**config.mk**
```make
export PLATFORM = sky130hd
export DESIGN_NAME = reg_xfer_master
export DESIGN_NICKNAME = d
export VERILOG_FILES = /design/src/rtl/reg_xfer_pkg.sv /design/src/rtl/sat_counter.sv /design/src/rtl/reg_xfer_master.sv
export SDC_FILE = /design/constraint.sdc
export NUM_CORES = 1
export LEC_CHECK = 0
export BUFFER_PORTS_ARGS = -buffer_cell sky130_fd_sc_hd__buf_4
export CORE_ASPECT_RATIO = 1.5
export CORE_MARGIN = 3
export CORE_UTILIZATION = 41
export CTS_CLUSTER_SIZE = 25
export DETAILED_ROUTE_END_ITERATION = 16
export PLACE_DENSITY_LB_ADDON = 0.25
export SLEW_MARGIN = 0
export SYNTH_ARGS = -nofsm -noshare
export SYNTH_HDL_FRONTEND = slang
export SYNTH_HIERARCHICAL = 1
export SYNTH_SLANG_ARGS = --single-unit
```
**constraint.sdc**
```tcl
create_clock -name clk -period 5.05 [get_ports clk]
set_input_delay 0.7575 -clock clk [delete_from_list [all_inputs] [get_ports clk]]
set_output_delay 0.7575 -clock clk [all_outputs]
set_load 0.1 [all_outputs]
```
**src/rtl/reg_xfer_pkg.sv**
```systemverilog
// ---------------------------------------------------------------------------
// reg_xfer_pkg
// Shared types and constants for the register-bus transfer master.
//   xfer_state_t : transfer FSM state encoding (IDLE, WAIT, RESP)
//   wait_load()  : turns the LATENCY parameter into the wait-counter load value
// ---------------------------------------------------------------------------
package reg_xfer_pkg;

    typedef enum logic [1:0] {
        IDLE = 2'd0,
        WAIT = 2'd1,
        RESP = 2'd2
    } xfer_state_t;

    localparam int DEFAULT_WIDTH = 8;
    localparam int MAX_LATENCY   = 15;
    localparam int WAIT_CNT_W    = 4;

    // Latency values above the counter range are clamped rather than wrapped,
    // so a mis-set parameter never produces a shorter wait than intended.
    function automatic logic [WAIT_CNT_W-1:0] wait_load(input int latency);
        logic [WAIT_CNT_W-1:0] val_s;
        if (latency > MAX_LATENCY) begin
            val_s = 4'd15;
        end else begin
            val_s = latency[WAIT_CNT_W-1:0];
        end
        return val_s;
    endfunction

endpackage

```
**src/rtl/sat_counter.sv**
```systemverilog
// ---------------------------------------------------------------------------
// sat_counter
// Up-counter that increments on 'inc' and sticks at all-ones.
//   clk   : clock, rising edge
//   rst   : asynchronous, active-high reset (count -> 0)
//   inc   : increment request for this cycle
//   count : current count value (registered)
// ---------------------------------------------------------------------------
module sat_counter #(
    parameter int W = 16
) (
    input  logic         clk,
    input  logic         rst,
    input  logic         inc,
    output logic [W-1:0] count
);

    localparam logic [W-1:0] MAX_C  = {W{1'b1}};
    localparam logic [W-1:0] ONE_C  = W'(1'b1);
    localparam logic [W-1:0] ZERO_C = {W{1'b0}};

    logic [W-1:0] count_r;
    logic [W-1:0] count_next_s;

    // Next count: increment unless already saturated
    always_comb begin
        count_next_s = count_r;
        if (inc && (count_r != MAX_C)) begin
            count_next_s = count_r + ONE_C;
        end else begin
            count_next_s = count_r;
        end
    end

    // Count register
    always_ff @(posedge clk or posedge rst) begin
        if (rst) begin
            count_r <= ZERO_C;
        end else begin
            count_r <= count_next_s;
        end
    end

    assign count = count_r;

endmodule

```
**src/rtl/reg_xfer_master.sv**
```systemverilog
// ---------------------------------------------------------------------------
// reg_xfer_master
// Write-then-readback initiator for the register bus. A request value is
// driven onto reg_data_in, the responder output is sampled LATENCY+1 edges
// later, and written value, read value and compare flag are returned on a
// valid/ready response handshake. Saturating counters track completed
// transfers and mismatches.
//   clk, rst                         : clock (rising) / async active-high reset
//   req_valid, req_ready, req_data   : request handshake and write value
//   rsp_valid, rsp_ready             : response handshake
//   rsp_wdata, rsp_rdata, rsp_match  : written value, sampled value, equality
//   reg_data_in                      : drive toward the responder
//   reg_data_out                     : responder's registered output
//   xfer_count, mismatch_count       : saturating transfer / mismatch counts
// ---------------------------------------------------------------------------
module reg_xfer_master
    import reg_xfer_pkg::*;
#(
    parameter int WIDTH   = DEFAULT_WIDTH,
    parameter int LATENCY = 1,
    parameter int CNT_W   = 16
) (
    input  logic             clk,
    input  logic             rst,
    input  logic             req_valid,
    output logic             req_ready,
    input  logic [WIDTH-1:0] req_data,
    output logic             rsp_valid,
    input  logic             rsp_ready,
    output logic [WIDTH-1:0] rsp_wdata,
    output logic [WIDTH-1:0] rsp_rdata,
    output logic             rsp_match,
    output logic [WIDTH-1:0] reg_data_in,
    input  logic [WIDTH-1:0] reg_data_out,
    output logic [CNT_W-1:0] xfer_count,
    output logic [CNT_W-1:0] mismatch_count
);

    localparam logic [WAIT_CNT_W-1:0] LAT_C       = wait_load(LATENCY);
    localparam logic [WAIT_CNT_W-1:0] WAIT_ZERO_C = {WAIT_CNT_W{1'b0}};
    localparam logic [WAIT_CNT_W-1:0] WAIT_ONE_C  = WAIT_CNT_W'(1'b1);
    localparam logic [WIDTH-1:0]      DATA_ZERO_C = {WIDTH{1'b0}};

    xfer_state_t           state_r;
    xfer_state_t           state_next_s;
    logic [WAIT_CNT_W-1:0] wait_cnt_r;
    logic [WIDTH-1:0]      reg_data_in_r;
    logic [WIDTH-1:0]      rsp_wdata_r;
    logic [WIDTH-1:0]      rsp_rdata_r;
    logic                  rsp_match_r;
    logic                  rsp_valid_r;
    logic                  accept_s;
    logic                  sample_s;
    logic                  done_s;
    logic                  mismatch_inc_s;

    // Gated by rst so no request is taken while reset is held
    assign req_ready = (state_r == IDLE) && !rst;

    // FSM next-state and transfer event decode
    always_comb begin
        state_next_s = state_r;
        accept_s     = 1'b0;
        sample_s     = 1'b0;
        done_s       = 1'b0;
        case (state_r)
            IDLE: begin
                if (req_valid && req_ready) begin
                    accept_s     = 1'b1;
                    state_next_s = WAIT;
                end else begin
                    state_next_s = IDLE;
                end
            end
            WAIT: begin
                if (wait_cnt_r == WAIT_ZERO_C) begin
                    sample_s     = 1'b1;
                    state_next_s = RESP;
                end else begin
                    state_next_s = WAIT;
                end
            end
            RESP: begin
                if (rsp_ready) begin
                    done_s       = 1'b1;
                    state_next_s = IDLE;
                end else begin
                    state_next_s = RESP;
                end
            end
            default: begin
                state_next_s = IDLE;
            end
        endcase
    end

    // FSM state register
    always_ff @(posedge clk or posedge rst) begin
        if (rst) begin
            state_r <= IDLE;
        end else begin
            state_r <= state_next_s;
        end
    end

    // Datapath: write value capture, wait countdown, readback sample
    always_ff @(posedge clk or posedge rst) begin
        if (rst) begin
            wait_cnt_r    <= WAIT_ZERO_C;
            reg_data_in_r <= DATA_ZERO_C;
            rsp_wdata_r   <= DATA_ZERO_C;
            rsp_rdata_r   <= DATA_ZERO_C;
            rsp_match_r   <= 1'b0;
            rsp_valid_r   <= 1'b0;
        end else begin
            if (accept_s) begin
                reg_data_in_r <= req_data;
                rsp_wdata_r   <= req_data;
                wait_cnt_r    <= LAT_C;
            end else if ((state_r == WAIT) && !sample_s) begin
                wait_cnt_r <= wait_cnt_r - WAIT_ONE_C;
            end
            // Compare against the held write value, not req_data, which the
            // requester may already have changed for the next transfer.
            if (sample_s) begin
                rsp_rdata_r <= reg_data_out;
                rsp_match_r <= (reg_data_out == rsp_wdata_r);
                rsp_valid_r <= 1'b1;
            end else if (done_s) begin
                rsp_valid_r <= 1'b0;
            end
        end
    end

    assign mismatch_inc_s = done_s && !rsp_match_r;

    sat_counter #(.W(CNT_W)) u_xfer_cnt (
        .clk   (clk),
        .rst   (rst),
        .inc   (done_s),
        .count (xfer_count)
    );

    sat_counter #(.W(CNT_W)) u_mismatch_cnt (
        .clk   (clk),
        .rst   (rst),
        .inc   (mismatch_inc_s),
        .count (mismatch_count)
    );

    assign reg_data_in = reg_data_in_r;
    assign rsp_wdata   = rsp_wdata_r;
    assign rsp_rdata   = rsp_rdata_r;
    assign rsp_match   = rsp_match_r;
    assign rsp_valid   = rsp_valid_r;

endmodule

```
==> impl_metrics.yaml, run 1 <==
logic_synthesis:
  syn_area_per_cell_um2: 11.65
  yosysSeqAreaShare: 0.5096
  synth_edf_count: 0
  synthCells: 236
  ys_ff_latch: 56
  yosys.cell_types.count: 37
  synthFlopType: "dfrtp_1"
  yosysWarnings: 6
  async_flop_share: 1.000
  synth_area_um2: 2750
  synth_fp_nets: 259
worst_setup_path:
  r2r_cells: 6
  r2r_setup_slack_ps: 3030
  cp_common_cell: "buf_4"
  crit_arrival_ps: 1340
  slowest_stage: "buf_4"
  crit_chain: "buf_4, nor3_1, buf_4"
  worstPathMaxFanout: 5
  path_class: "in -> out"
  timing.rr.end: "u_mismatch_cnt/count[14]"
  critPathBufInv: 2
  cp_top_family: "buffers and inverters"
  worstPathRequired_ps: 4290
  end_kind: "output pin"
  start_kind: "input pin"
  timing.rr.start: "state_r[0]"
  slowest_delay_ps: 320
sta:
  fin_crit_sh: 0.4157
  setup_violations: 0
  fmax_mhz: 476.4
  finalHoldViolations: 0
  rsz0062_at_grt: "no"
  finClkSkew_ps: 8.473
  maxSlewViolCount: 0
  final.min_clock_period_ps: 2099
  setup_tns_ps: 0
  worst_pin_slew_ps: 894.4
  slew_headroom: 0.4030
floorplanning:
  die-area_um2: 7746
  row_count: 35
  io_pins: 79
  coreArea_um2: 6306
  start_util: 0.4361
  chipWidth_um: 72.87
  die_height_um: 106.3
grt:
  grt_use_total: 0.1548
  grt_max_degree: 25
  grt_pass1_wl_mm: 9.597
  grt_overflow: 0
  antenna_found_initial: 0
  grt_pass1_vias: 2070
placement:
  io_buffers: 78
  gp_congestion: 0.8043
  hpwl_mm: 4.396
hold_path:
  hold_depth: 1
  worstHoldEndpoint: "rsp_rdata[6]"
  hold_start: "rsp_rdata[6]"
  hp-class: "reg -> reg"
detailed_routing:
  drc: 0
  avgRoutedWirePerCell_um: 14.53
  vias: 2032
  drt-pass1-iter-count: 4
  drt_iter0_drc: 97
  viasPerCell: 5.251
  drtAntennaViolNets: 0
  wl_mm: 5.624
cells_and_area:
  mostFrequentLayoutCells: "79 x buf_4, 56 x dfrtp_1, 30 x xnor2_1, 15 x nand2_1, 15 x mux2_1"
  final_layout_size_suffix_gt1_frac: 0.3387
  layout_commonest_cell: "buf_4"
  layout.nets: 335
  fillers: 585
  syn2layout_area_growth_pct: 25.75
  diodes: 0
cts:
  root_buffer: "clkbuf_8"
  clock_latency_ps: 310
  clk_path_buf_depth: 2
  postCtsSetupBuffers: 0
  cts_tree: "built"
  clock-sinks: 56
  cts_resized: 0
  cts_hold_buf: 0
  cts_max_level: 2
  path_clk_slew_ps: 90
  cts_buffers: 5
job:
  cap_violations: 0
run_status:
  status: "finished, final reports clean"
[sequential cells by signal, summed over array words and instances, names as in the netlist]
name                  flops
u_mismatch_cnt/count     16
u_xfer_cnt/count         16
rsp_rdata                 8
rsp_wdata                 8
wait_cnt_r                4
state_r                   2
rsp_match                 1
rsp_valid                 1
[worst register-to-register path, delay by kind of cell (launching register included)]
family	cells	cell delay, ps
simple gates	5	1130
flops	1	450
mux	1	330
[kinds of logic after synthesis]
group           count (synthesis)  share of synthesized area
compound gates                 16                    0.03276
xor+xnor                       30                    0.09554
fa+ha+maj                       3                    0.01365
buf+inv                        18                    0.03640
flops                          56                     0.5096
mux                            22                    0.08917
simple gates                   91                     0.2229
[synthesized netlist by cell type (5+ instances only)]
| library cell | count | area [µm²] |
|---|---|---|
| xnor2_1 | 30 | 262.8 |
| inv_1 | 8 | 30.03 |
| mux2_2 | 5 | 56.30 |
| nor2_1 | 7 | 26.28 |
| a21oi_1 | 8 | 40.04 |
| and4_1 | 6 | 52.55 |
| and3_1 | 8 | 50.05 |
| nand2_1 | 15 | 56.30 |
| nand3_1 | 14 | 70.07 |
| nand4_1 | 12 | 75.07 |
| mux2_1 | 15 | 168.9 |
| buf_4 | 8 | 60.06 |
| dfrtp_1 | 56 | 1401 |
[worst max path at each step]
stage	from	endpoint	slack, ps	cells after the start
floorplan	rst	req_ready	1510	1
global placement	rsp_ready	u_mismatch_cnt/count[14]	2770	7
detailed placement	rsp_ready	u_mismatch_cnt/count[14]	2730	7
CTS	rst	req_ready	2950	3
global route	state_r[0]	u_mismatch_cnt/count[14]	2790	6
finish	rst	req_ready	2950	3
[layer usage]
layer  part of all wire  GRT usage
met3              0.065    0.03595
met1               0.40     0.1771
met2               0.52     0.2784
met5                  0          0
met4              0.015    0.04749
[stage by stage]
| step | area [µm²] | setup WS, ps | hold slack [ps] | utilization | cells |
|---|---|---|---|---|---|
| 2_1_floorplan | 2750 | 1508 | 463.5 | - | 236 |
| 3_3_place_gp | 3366 | 2768 | 476.3 | 0.5337 | 379 |
| 3_5_place_dp | 3366 | 2733 | 483.7 | 0.5337 | 379 |
| 4_1_cts | 3458 | 2948 | 506.6 | 0.5484 | 387 |
| 5_1_grt | 3458 | 2785 | 519.8 | 0.5484 | 387 |
| 6_report | 3458 | 2951 | 501.2 | 0.5484 | 387 |
[cell type report]
cell class / instances / area [µm²] / share of cell area
flip-flops and latches: 56 / 1401 / 0.4052
multi-input cells: 162 / 1249 / 0.3611
repair buffers: 79 / 593.1 / 0.1715
well taps: 74 / 92.59 / 0.02677
clock buffers: 6 / 82.58 / 0.02388
inverters: 8 / 30.03 / 0.008683
clock inverters: 2 / 10.01 / 0.002894
Power of run 1 is left out: the tool's default activity adds up to more than one toggle a clock period on the data nets, which glitch-free logic cannot reach.
==> run 2, diff against run 1 <==
- clock period: 5.05 -> 1.97 ns (I/O delays scaled with it)
==> run 2 against run 1 <==
Wire length grew 1.7%. Cell area grew 2.7%. Final cell count grew 1.6%. Global-route usage is essentially flat. Count of clock-buffer cells in the layout grew 1. Core utilization grew 1.5 points. Sequential share of layout area grew 0.078 points. Via count grew 1.9%. First-iteration DRC count shrank 46%. Largest cell class unchanged. Highest routed layer unchanged.
==> impl_metrics.yaml, run 2 (synthesis gave the netlist of run 1 again) <==
run_status:
  status: "finished, final reports clean"
cells_and_area:
  layout.nets: 341
  mostFrequentLayoutCells: "84 x buf_4, 33 x dfrtp_2, 30 x xnor2_1, 23 x dfrtp_1"
  final_layout_size_suffix_gt1_frac: 0.4514
  diodes: 0
  syn2layout_area_growth_pct: 29.21
  layout_commonest_cell: "buf_4"
job:
  cap_violations: 0
cts:
  cts_hold_buf: 1
  clock_latency_ps: 310
  cts_buffers: 5
  cts_resized: 0
  root_buffer: "clkbuf_8"
  clock-sinks: 56
  path_clk_slew_ps: 100
  cts_tree: "built"
  cts_max_level: 2
  clk_path_buf_depth: 2
  postCtsSetupBuffers: 0
worst_setup_path:
  worstPathRequired_ps: 2170
  start_kind: "input pin"
  timing.rr.start: "state_r[1]"
  cp-startpoint: "rst"
  worstPathMaxFanout: 8
  path_class: "in -> reg"
  end_kind: "flip-flop"
  crit_arrival_ps: 2010
detailed_routing:
  avgRoutedWirePerCell_um: 14.55
  drt-pass1-iter-count: 4
  drt_iter0_drc: 52
  drc: 0
  drtAntennaViolNets: 0
  vias: 2070
  viasPerCell: 5.267
  wl_mm: 5.717
floorplanning:
  die_height_um: 106.3
  die-area_um2: 7746
  row_count: 35
  coreArea_um2: 6306
  io_pins: 79
  start_util: 0.4361
  chipWidth_um: 72.87
sta:
  fin_crit_sh: 0.9199
  fmax_mhz: 551.8
  maxSlewViolCount: 0
  setup_tns_ps: 0
  slew_headroom: 0.5793
  finClkSkew_ps: 5.821
  worst_pin_slew_ps: 630.3
  setup_violations: 0
  rsz0062_at_grt: "no"
  finalHoldViolations: 0
  final.min_clock_period_ps: 1812
placement:
  hpwl_mm: 4.402
  io_buffers: 78
  gp_congestion: 0.7535
grt:
  grt_overflow: 0
  grt_pass1_wl_mm: 9.604
  grt_pass1_vias: 2083
  grt_max_degree: 21
  grt_use_total: 0.1550
  antenna_found_initial: 0
hold_path:
  hp-class: "in -> reg"
  hold_start: "rsp_ready"
[run 2: cell count changes in the layout (fill, tap and decap cells not counted), sizes merged]
cell,before,now
buf,79,84
clkbuf,6,7
clkinv,2,0
clkinvlp,0,1
dlygate4sd3,0,1
[run 2: layout make-up]
class | instances | area [µm²]
clock buffers | 7 | 86.33
inverters | 8 | 30.03
multi-input cells | 162 | 1254
flip-flops and latches | 56 | 1443
repair buffers | 85 | 640.6
fillers | 572 | 2753
well taps | 74 | 92.59
clock inverters | 1 | 7.507
[run 2: layer usage]
layer	track usage	share of wire
met5	0	0
met4	0.05013	0.014
met3	0.04920	0.080
met2	0.2668	0.52
met1	0.1788	0.39
[run 2: per-stage QoR]
| step | setup WS, ps | hold slack [ps] | cells | utilization | area (µm²) |
|---|---|---|---|---|---|
| finish | 157.8 | 186.2 | 393 | 0.5635 | 3553 |
| global route | 47.15 | 179.1 | 393 | 0.5635 | 3553 |
| CTS | 165.7 | 172.7 | 393 | 0.5635 | 3553 |
| detailed placement | 252.0 | 254.6 | 384 | 0.5470 | 3450 |
| global placement | 317.0 | 253.0 | 384 | 0.5470 | 3450 |
| floorplan | 25.33 | 209.3 | 236 | - | 2796 |
[run 2: worst paths after layout]
kind	endpoint	slack (ps)	cells after the start
min in group asynchronous	wait_cnt_r[0]	470	3
min reg2reg	u_xfer_cnt/count[15]	500	1
max in group asynchronous	u_mismatch_cnt/count[0]	870	3
max	rsp_wdata[2]	160	5
min	state_r[1]	190	2
max reg2reg	u_mismatch_cnt/count[14]	260	6
[run 2: worst max-delay path, cell delays in order]
cell	delay (ps)
dlygate4sd3_1	530
buf_4	160
nor4b_2	410
buf_4	270
mux2_1	340
Power of run 2 is left out for the same reason.
